## config.mk

```make
export PLATFORM = sky130hd
export DESIGN_NAME = seven_seg_scanner
export DESIGN_NICKNAME = d
export VERILOG_FILES = /design/src/rtl/seven_seg_scanner.sv
export SDC_FILE = /design/constraint.sdc
export NUM_CORES = 1
export LEC_CHECK = 0
export BUFFER_PORTS_ARGS = -buffer_cell sky130_fd_sc_hd__buf_2
export CAP_MARGIN = 20
export CELL_PAD_IN_SITES_DETAIL_PLACEMENT = 0
export CELL_PAD_IN_SITES_GLOBAL_PLACEMENT = 1
export CORE_MARGIN = 3
export CORE_UTILIZATION = 49
export CTS_BUF_LIST = sky130_fd_sc_hd__clkbuf_4 sky130_fd_sc_hd__clkbuf_8 sky130_fd_sc_hd__clkbuf_16
export DETAILED_ROUTE_END_ITERATION = 10
export PLACE_DENSITY = 0.84
export SLEW_MARGIN = 20
export SYNTH_ARGS = -nofsm -noshare
export SYNTH_HDL_FRONTEND = slang
export SYNTH_SLANG_ARGS = --single-unit
```

## constraint.sdc

```tcl
create_clock -name clk -period 5.4 [get_ports clk]
set_input_delay 0.27 -clock clk [delete_from_list [all_inputs] [get_ports clk]]
set_output_delay 0.27 -clock clk [all_outputs]
set_load 0.03 [all_outputs]
```

## src/rtl/seven_seg_scanner.sv

```systemverilog
// seven_seg_scanner
//   Time-multiplexes four hex digits onto a common 7-segment bus. Each digit
//   owns a slot of TICK_DIV cycles. The first BLANK cycles of a slot keep the
//   pads dark so the previous digit's segments never ghost onto the next one.
//   New values are taken through a one-deep shadow register. They reach the
//   display only at a frame boundary, so a frame never shows a mix of values.
//
// Ports
//   clk, rst     : clock, asynchronous active-high reset
//   value_in     : four hex digits, digit 0 in bits [3:0] (rightmost)
//   dp_in        : decimal point per digit, 1 = lit
//   value_valid  : offer of value_in/dp_in
//   value_ready  : high when no value is pending, so an offer is accepted
//   blank_lz     : leading-zero suppression enable
//   nibble_out   : digit sent to the external nibble-to-segment decoder
//   seg_in       : active-low segments returned by that decoder (bit 7 unused)
//   seg_out      : active-low segments to the pads, bit 7 = decimal point
//   digit_en_n   : active-low digit enables, bit k drives digit k
//   frame_done   : one-cycle pulse after each complete 4-digit frame
module seven_seg_scanner #(
  parameter int TICK_DIV = 12000,
  parameter int BLANK    = 16
) (
  input  logic        clk,
  input  logic        rst,
  input  logic [15:0] value_in,
  input  logic [3:0]  dp_in,
  input  logic        value_valid,
  output logic        value_ready,
  input  logic        blank_lz,
  output logic [3:0]  nibble_out,
  input  logic [7:0]  seg_in,
  output logic [7:0]  seg_out,
  output logic [3:0]  digit_en_n,
  output logic        frame_done
);

  localparam int CW = $clog2(TICK_DIV);
  localparam logic [CW-1:0] CNT_LAST  = CW'(TICK_DIV - 1);
  localparam logic [CW-1:0] BLANK_END = CW'(BLANK);

  typedef enum logic {
    ST_BLANK = 1'b0,
    ST_SHOW  = 1'b1
  } slot_state_t;

  slot_state_t   state;
  logic [CW-1:0] cnt;
  logic [CW-1:0] cnt_next;
  logic [1:0]    idx;
  logic [15:0]   disp_val;
  logic [3:0]    disp_dp;
  logic [15:0]   shadow_val;
  logic [3:0]    shadow_dp;
  logic          pending;
  logic          lz_slot;
  logic          slot_end;
  logic          frame_end;
  logic          accept;
  logic [3:0]    cur_digit;
  logic          cur_dp;
  logic          suppressed;
  logic          unused_seg_bit;

  // The decoder's bit 7 is replaced by our own decimal point.
  assign unused_seg_bit = seg_in[7];

  assign slot_end    = (cnt == CNT_LAST);
  assign frame_end   = slot_end && (idx == 2'd3);
  assign accept      = value_valid && !pending;
  assign value_ready = !pending;
  assign cnt_next    = slot_end ? '0 : cnt + 1'b1;

  // Digit selection and leading-zero suppression for the current slot. A
  // digit is dark when it and every more-significant digit are zero. Digit 0
  // always shows, so a zero value still displays a single "0".
  always_comb begin
    cur_digit  = disp_val[3:0];
    cur_dp     = disp_dp[0];
    suppressed = 1'b0;
    case (idx)
      2'd0: begin
        cur_digit = disp_val[3:0];
        cur_dp    = disp_dp[0];
      end
      2'd1: begin
        cur_digit  = disp_val[7:4];
        cur_dp     = disp_dp[1];
        suppressed = lz_slot && (disp_val[15:4] == 12'h000);
      end
      2'd2: begin
        cur_digit  = disp_val[11:8];
        cur_dp     = disp_dp[2];
        suppressed = lz_slot && (disp_val[15:8] == 8'h00);
      end
      default: begin
        cur_digit  = disp_val[15:12];
        cur_dp     = disp_dp[3];
        suppressed = lz_slot && (disp_val[15:12] == 4'h0);
      end
    endcase
  end

  // Slot timing and the BLANK/SHOW FSM. The state is computed from the
  // counter's next value, so it always matches the counter position.
  // blank_lz is latched at the end of each slot. A change therefore never
  // cuts a slot in half.
  always_ff @(posedge clk or posedge rst) begin
    if (rst) begin
      cnt     <= '0;
      idx     <= 2'd0;
      state   <= ST_BLANK;
      lz_slot <= 1'b0;
    end else begin
      cnt   <= cnt_next;
      state <= (cnt_next >= BLANK_END) ? ST_SHOW : ST_BLANK;
      if (slot_end) begin
        idx     <= idx + 2'd1;
        lz_slot <= blank_lz;
      end
    end
  end

  // Shadow handshake. The shadow copies into the display only at a frame
  // boundary. An offer accepted on the boundary cycle itself sees
  // pending = 0, so the boundary does not copy. That offer stays pending
  // until the following boundary.
  always_ff @(posedge clk or posedge rst) begin
    if (rst) begin
      disp_val   <= 16'h0000;
      disp_dp    <= 4'h0;
      shadow_val <= 16'h0000;
      shadow_dp  <= 4'h0;
      pending    <= 1'b0;
    end else begin
      if (frame_end && pending) begin
        disp_val <= shadow_val;
        disp_dp  <= shadow_dp;
        pending  <= 1'b0;
      end else if (accept) begin
        shadow_val <= value_in;
        shadow_dp  <= dp_in;
        pending    <= 1'b1;
      end
    end
  end

  // Registered pad drive, one cycle behind the FSM. nibble_out is refreshed
  // every cycle. The external decoder therefore settles during the blank
  // window, before SHOW uses its result.
  always_ff @(posedge clk or posedge rst) begin
    if (rst) begin
      nibble_out <= 4'h0;
      seg_out    <= 8'hFF;
      digit_en_n <= 4'hF;
      frame_done <= 1'b0;
    end else begin
      nibble_out <= cur_digit;
      frame_done <= frame_end;
      if (state == ST_SHOW && !suppressed) begin
        seg_out    <= {~cur_dp, seg_in[6:0]};
        digit_en_n <= ~(4'b0001 << idx);
      end else begin
        seg_out    <= 8'hFF;
        digit_en_n <= 4'hF;
      end
    end
  end

endmodule

```

==> results of run 1 <==
stage by stage:
step	setup WS, ps	cells	hold slack [ps]	total power, mW
CTS	2850	364	91.7	1.15
finish	2860	364	110	1.13
global placement	2890	348	464	0.664
global route	2750	364	94.0	1.19
floorplan	3190	233	380	0.645
detailed placement	2860	348	462	0.666
cells in the mapped netlist (3+ instances only):
| master | count |
|---|---|
| a222oi_1 | 5 |
| and2_1 | 3 |
| and3_1 | 3 |
| buf_6 | 3 |
| clkbuf_1 | 7 |
| dfrtp_1 | 64 |
| dfstp_2 | 12 |
| ha_1 | 5 |
| inv_1 | 9 |
| mux2_2 | 22 |
| mux2_4 | 19 |
| mux2i_1 | 4 |
| nand2_1 | 8 |
| nand2b_1 | 7 |
| nand3_1 | 6 |
| nand4_1 | 4 |
| nor2_1 | 11 |
| o21ai_0 | 3 |
| xnor2_1 | 8 |
| xor2_1 | 8 |
flip-flops by register name, indices dropped and copies added, names as in the netlist:
name,flops
cnt,14
digit_en_n,4
disp_dp,4
disp_val,16
frame_done,1
idx,2
lz_slot,1
nibble_out,4
pending,1
seg_out,8
shadow_dp,4
shadow_val,16
state,1
cells by family (layout without fill, tap and decap cells):
| logic type | after synthesis | after routing | share of synthesized area |
|---|---|---|---|
| XOR/XNOR | 16 | 16 | 0.0433 |
| adder cells (fa/ha/maj) | 5 | 5 | 0.0193 |
| multiplexers | 45 | 45 | 0.177 |
| AO/OA/AOI/OAI | 18 | 18 | 0.0437 |
| flip-flops | 76 | 76 | 0.592 |
| AND/OR/NAND/NOR | 53 | 53 | 0.0943 |
| buffers and inverters | 20 | 76 | 0.0301 |
cell usage in the layout, fill, tap and decap left out, drive strengths merged, types with 3 or more instances in the layout:
| cell type | instances |
|---|---|
| mux2 | 41 |
| nor4 | 3 |
| nand2b | 7 |
| nor2 | 11 |
| o21ai | 3 |
| nand3 | 6 |
| and3 | 3 |
| nand2 | 9 |
| dfrtp | 64 |
| buf | 51 |
| clkbuf | 12 |
| ha | 5 |
| inv | 9 |
| mux2i | 4 |
| xor2 | 8 |
| dfstp | 12 |
| xnor2 | 8 |
| nand4 | 4 |
| and2 | 3 |
| a222oi | 5 |
layer usage:
metal | vias to the layer above | routed length, um | share of wire | GRT usage
met5 | - | 0 | 0 | 0
met4 | 0 | 29 | 0.0051 | 0.0544
met3 | 2 | 413 | 0.073 | 0.0653
met2 | 66 | 2700 | 0.48 | 0.275
met1 | 926 | 2520 | 0.45 | 0.210
li1 | 917 | - | - | -
report_power, final:
part	internal (mW)	switching [mW]	total [mW]	leakage, nW
logic	0.0256	0.0242	0.0498	0.779
registers	0.593	0.0107	0.604	0.957
clock network	0.283	0.198	0.480	0.113
total	0.901	0.233	1.13	1.85
path summary, 6_finish.rpt:
| path | start | endpoint | slack [ps] | depth (start not counted) |
|---|---|---|---|---|
| setup reg to reg | cnt[8]$_DFF_PP0_ | disp_val[14]$_DFFE_PP0P_ | 2860 | 5 |
| setup / recovery | cnt[8]$_DFF_PP0_ | disp_val[14]$_DFFE_PP0P_ | 2860 | 5 |
| hold / removal | seg_in[4] | seg_out[4]$_DFF_PP1_ | 110 | 2 |
| min in group asynchronous | rst | shadow_val[11]$_DFFE_PP0P_ | 190 | 3 |
| hold reg to reg | cnt[0]$_DFF_PP0_ | cnt[0]$_DFF_PP0_ | 490 | 1 |
| max in group asynchronous | rst | cnt[7]$_DFF_PP0_ | 4620 | 3 |
final cells by class:
type | instances | area (sq um)
flip-flops and latches | 76 | 1920
inverters | 9 | 33.8
repair buffers | 51 | 263
clock inverters | 4 | 72.6
well taps | 75 | 93.8
multi-input cells | 137 | 1220
fillers | 489 | 2410
clock buffers | 12 | 153
==> run_results.csv, run 1 <==
group,metric,value,unit
layout,drive_above_1_share,0.436,
drt,drc,0,
cts,htree_levels,3,
drt,drt-total-wl,5670,um
min_path,hp-class,"in -> reg",
global_routing,antenna_found_initial,0,
timing,slew_headroom,0.315,
synth,ys_warn_count,0,
cts,cts_sinks,76,
synth,ys.flop_type,"dfrtp_1",
setup_path,crit_slowest_cell,"or4b_4",
synth,synth_cell_types,36,
setup_path,slowest_delay,570,ps
timing,hold_viol,0,
global_routing,grt_pass1_wl,9690,um
flow_run,max-cap-violations,0,
cts,cts_inserted_buffers,9,
synth,syn_area,3240,sq um
synth,syn_inst,233,
layout,area_delta_synth_final,16.0,%
cts,post_cts_buffers,0,
layout,nets,321,
global_routing,grt_pass1_vias,2003,
setup_path,cp_top_family,"simple AND/OR/NAND/NOR gates",
placement,dp_hpwl,3830,um
synth,synth_top_area_frac,0.495,
drt,via_per_inst,5.25,
timing,rsz0062_at_grt,"false",
synth,synth_edf_count,0,
setup_path,cp.arrival,2760,ps
timing,finalSetupTns,0,ps
synth,synth.avg_cell_area,13.9,sq um
drt,vias,1911,
floorplan,rows,28,
setup_path,crit_path_end_kind,"flip-flop",
timing,drv_slew,0,
floorplan,start_util,0.525,
layout,stdcell_area,3750,sq um
drt,ant_nets,0,
cts,clock_tree.root_cell,"clkbuf_8",
placement,gp_congestion,0.782,
global_routing,grt_max_degree,77,
timing,setup_viol,0,
layout,fin_util,0.609,
global_routing,grt_usage,0.170,
timing,layout_min_cycle_time,2540,ps
drt,drt-pass1-iter-count,4,
placement,place_area,3530,sq um
floorplan,die-area,7620,sq um
synth,ys_seq_area_frac,0.592,
synth,yosysTopAreaCell,"dfrtp_1",
synth,ys_async_sr_fraction,1.00,
timing,fin_skew,9.18,ps
placement,numPortBuffers,48,
global_routing,grt_overflow,0,
cts,cts_tree,"built",
timing,finalCritPeriodShare,0.470,
power,peakVddDrop,0.183,mV
setup_path,critPathLaunchType,"flip-flop",
timing,max_freq,394,MHz
power,p_leak,1.85,nW
synth,synth_area_leaders,"dfrtp_1 49%, dfstp_2 9.7%, mux2_4 8.8%, mux2_2 7.7%, xnor2_1 2.2%",
setup_path,path_cells,"or4b_4 > nor4_4 > and2_1 > nand2_2 > mux2_4",
cts,clk_latency,350,ps
cts,cts_resized,0,
power,p_per_area,302,nW/um^2
cts,hold_buffers,0,
setup_path,critPathMaxFanout,21,
drt,drtIter0Drc,117,
cts,cts.path.max_buffers,2,
floorplan,die_y,87.3,um
timing,worstMarginPinSlew,1010,ps
setup_path,crit_required,5620,ps
drt,wl_per_cell,15.6,um
cts,clk_pin_slew,70,ps
synth,ys_ff_latch,76,
setup_path,critical_path_buf_inv_count,0,
synth,synth_fp_nets,270,
floorplan,fp.dieW,87.3,um
layout,num_antenna_cells,0,
outcome,run_status,"complete, no violations",
floorplan,io_pins,50,
setup_path,critical_path_class,"reg -> reg",
floorplan,fp.coreArea,6170,sq um
(Power assumes the default switching activity.)
==> inputs of run 2 (changes only) <==
--- a/config.mk
+++ b/config.mk
@@ -10,10 +10,10 @@
 export CELL_PAD_IN_SITES_DETAIL_PLACEMENT = 0
 export CELL_PAD_IN_SITES_GLOBAL_PLACEMENT = 1
 export CORE_MARGIN = 3
-export CORE_UTILIZATION = 49
+export CORE_UTILIZATION = 46
 export CTS_BUF_LIST = sky130_fd_sc_hd__clkbuf_4 sky130_fd_sc_hd__clkbuf_8 sky130_fd_sc_hd__clkbuf_16
 export DETAILED_ROUTE_END_ITERATION = 10
-export PLACE_DENSITY = 0.84
+export PLACE_DENSITY = 0.8
 export SLEW_MARGIN = 20
 export SYNTH_ARGS = -nofsm -noshare
 export SYNTH_HDL_FRONTEND = slang
==> constraint.sdc (replaced) <==
create_clock -name clk -period 2.4 [get_ports clk]
set_input_delay 0.12 -clock clk [delete_from_list [all_inputs] [get_ports clk]]
set_output_delay 0.12 -clock clk [all_outputs]
set_load 0.03 [all_outputs]
==> run 2 against run 1 <==
  * Count of clock-buffer cells in the layout unchanged
  * Hold slack worse by 99 ps
  * Sequential cell count unchanged
  * Clock power up 120%
  * Via count up 5.9%
  * Design area up 5.6%
  * Register-to-register slack worse by 2700 ps
  * Largest cell class unchanged
  * Setup slack worse by 2700 ps
  * First-iteration DRC count down 13%
==> run_results.csv, run 2 (synthesized netlist as in run 1, its figures left out) <==
group,metric,value,unit
floorplan,start_util,0.493,
global_routing,grt_overflow,0,
floorplan,fp.coreArea,6570,sq um
min_path,worstHoldPathCells,2,
setup_path,cp_top_family,"simple AND/OR/NAND/NOR gates",
floorplan,io_pins,50,
cts,cts_sinks,76,
cts,cts.path.max_buffers,2,
placement,gp_congestion,0.858,
cts,clk_pin_slew,80,ps
cts,clk_latency,340,ps
setup_path,reg2reg_setup_slack,160,ps
min_path,hp-class,"in -> reg",
timing,max_freq,447,MHz
timing,fin_skew,10.8,ps
min_path,worstHoldEndpoint,"shadow_val[14]$_DFFE_PP0P_",
setup_path,critPathLaunchType,"flip-flop",
setup_path,critical_path_buf_inv_count,1,
floorplan,rows,29,
setup_path,crit_slowest_cell,"or4b_4",
setup_path,path_cells,"or4b_4 > nor4_4 > and2_1 > nand2_2 > buf_12 > mux2_4",
layout,nets,337,
setup_path,crit_required,2620,ps
floorplan,die_y,89.9,um
layout,layout_commonest_cell,"dfrtp_1",
setup_path,cp.arrival,2450,ps
global_routing,grt_pass1_wl,9990,um
layout,area_delta_synth_final,22.5,%
timing,finalCritPeriodShare,0.933,
power,p_per_area,646,nW/um^2
cts,cts_inserted_buffers,9,
power,peakVddDrop,0.354,mV
drt,ant_nets,0,
layout,stdcell_area,3970,sq um
layout,final_cell_mix,"64 x dfrtp_1, 48 x buf_2, 22 x mux2_2, 19 x mux2_4, 13 x dlygate4sd3_1",
flow_run,max-cap-violations,0,
drt,wl_per_cell,14.8,um
power,p_leak,1.93,nW
floorplan,die-area,8080,sq um
cts,cts_tree,"built",
drt,drc,0,
setup_path,reg2reg_to,"disp_val[12]$_DFFE_PP0P_",
layout,num_antenna_cells,0,
drt,drt-pass1-iter-count,4,
global_routing,grt_usage,0.155,
timing,rsz0062_at_grt,"false",
floorplan,fp.dieW,89.9,um
outcome,run_status,"complete, no violations",
layout,top_regs,"disp_val: 16 flops, shadow_val: 16 flops, cnt: 14 flops",
timing,finalSetupTns,0,ps
layout,drive_above_1_share,0.426,
drt,drtIter0Drc,102,
placement,dp_hpwl,3900,um
placement,numPortBuffers,48,
placement,place_area,3610,sq um
layout,fin_util,0.604,
setup_path,regToRegStartpoint,"cnt[5]$_DFF_PP0_",
timing,hold_viol,0,
setup_path,reg2reg_depth,6,
drt,drt-total-wl,5910,um
cts,htree_levels,3,
setup_path,critPathMaxFanout,20,
min_path,hold_start,"value_in[14]",
timing,slew_headroom,0.730,
global_routing,grt_max_degree,77,
setup_path,crit_path_end_kind,"flip-flop",
timing,worstMarginPinSlew,405,ps
timing,setup_viol,0,
drt,vias,2023,
setup_path,critical_path_class,"reg -> reg",
timing,drv_slew,0,
timing,layout_min_cycle_time,2240,ps
global_routing,grt_pass1_vias,1964,
drt,via_per_inst,5.08,
global_routing,antenna_found_initial,0,
setup_path,slowest_delay,570,ps
cts,clock_tree.root_cell,"clkbuf_8",
==> run 2: through the flow <==
stage | setup WS (ps) | hold slack (ps) | cells | total power, mW
final | 161 | 11.1 | 398 | 2.56
after global routing | 84.2 | 5.21 | 398 | 2.67
after CTS | 154 | 0.746 | 398 | 2.59
after global placement | 209 | 232 | 369 | 1.50
after floorplan | 195 | 230 | 233 | 1.45
after detailed placement | 170 | 232 | 369 | 1.51
==> run 2: how the worst max path moves through the flow <==
stage | from | to | slack (ps) | cells past startpoint
global route | cnt[5]$_DFF_PP0_ | disp_val[13]$_DFFE_PP0P_ | 80 | 6
CTS | cnt[5]$_DFF_PP0_ | disp_val[12]$_DFFE_PP0P_ | 150 | 6
global placement | cnt[5]$_DFF_PP0_ | disp_val[8]$_DFFE_PP0P_ | 210 | 6
finish | cnt[5]$_DFF_PP0_ | disp_val[12]$_DFFE_PP0P_ | 160 | 6
detailed placement | cnt[5]$_DFF_PP0_ | state$_DFF_PP0_ | 170 | 5
floorplan | cnt[8]$_DFF_PP0_ | disp_dp[0]$_DFFE_PP0P_ | 190 | 7
==> run 2: cell type report <==
cell class              instances  area (sq um)
clock buffers                  12           146
repair buffers                 67           453
fillers                       528          2600
clock inverters                 4          73.8
well taps                      93           116
multi-input cells             137          1220
flip-flops and latches         76          1920
inverters                       9          33.8
==> run 2: power breakdown <==
| group | switching (mW) | internal (mW) |
|---|---|---|
| sequential | 0.0264 | 1.33 |
| combinational | 0.0591 | 0.0741 |
| clock | 0.446 | 0.622 |
==> run 2: repair_timing <==
item / in CTS / in global routing
endpoints found under the hold margin: 76 / 0
hold buffers: 13 / 0
setup buffers: 0 / 0
gates resized for setup: 0 / 0
==> run 2: layer usage <==
metal | share of wire | up-vias | global-route usage | routed length (um)
met1 | 0.45 | 1016 | 0.215 | 2670
met5 | 0 | - | 0 | 0
met4 | 0.0098 | 0 | 0.0536 | 58
met3 | 0.033 | 5 | 0.0342 | 197
met2 | 0.50 | 47 | 0.243 | 2980
li1 | - | 955 | - | -
==> run 2: worst reg2reg max path, stage by stage (launching register included) <==
cell and delay (ps):
dfrtp_1 450, or4b_4 570, nor4_4 310, and2_1 220, nand2_2 90, buf_12 180
mux2_4 320
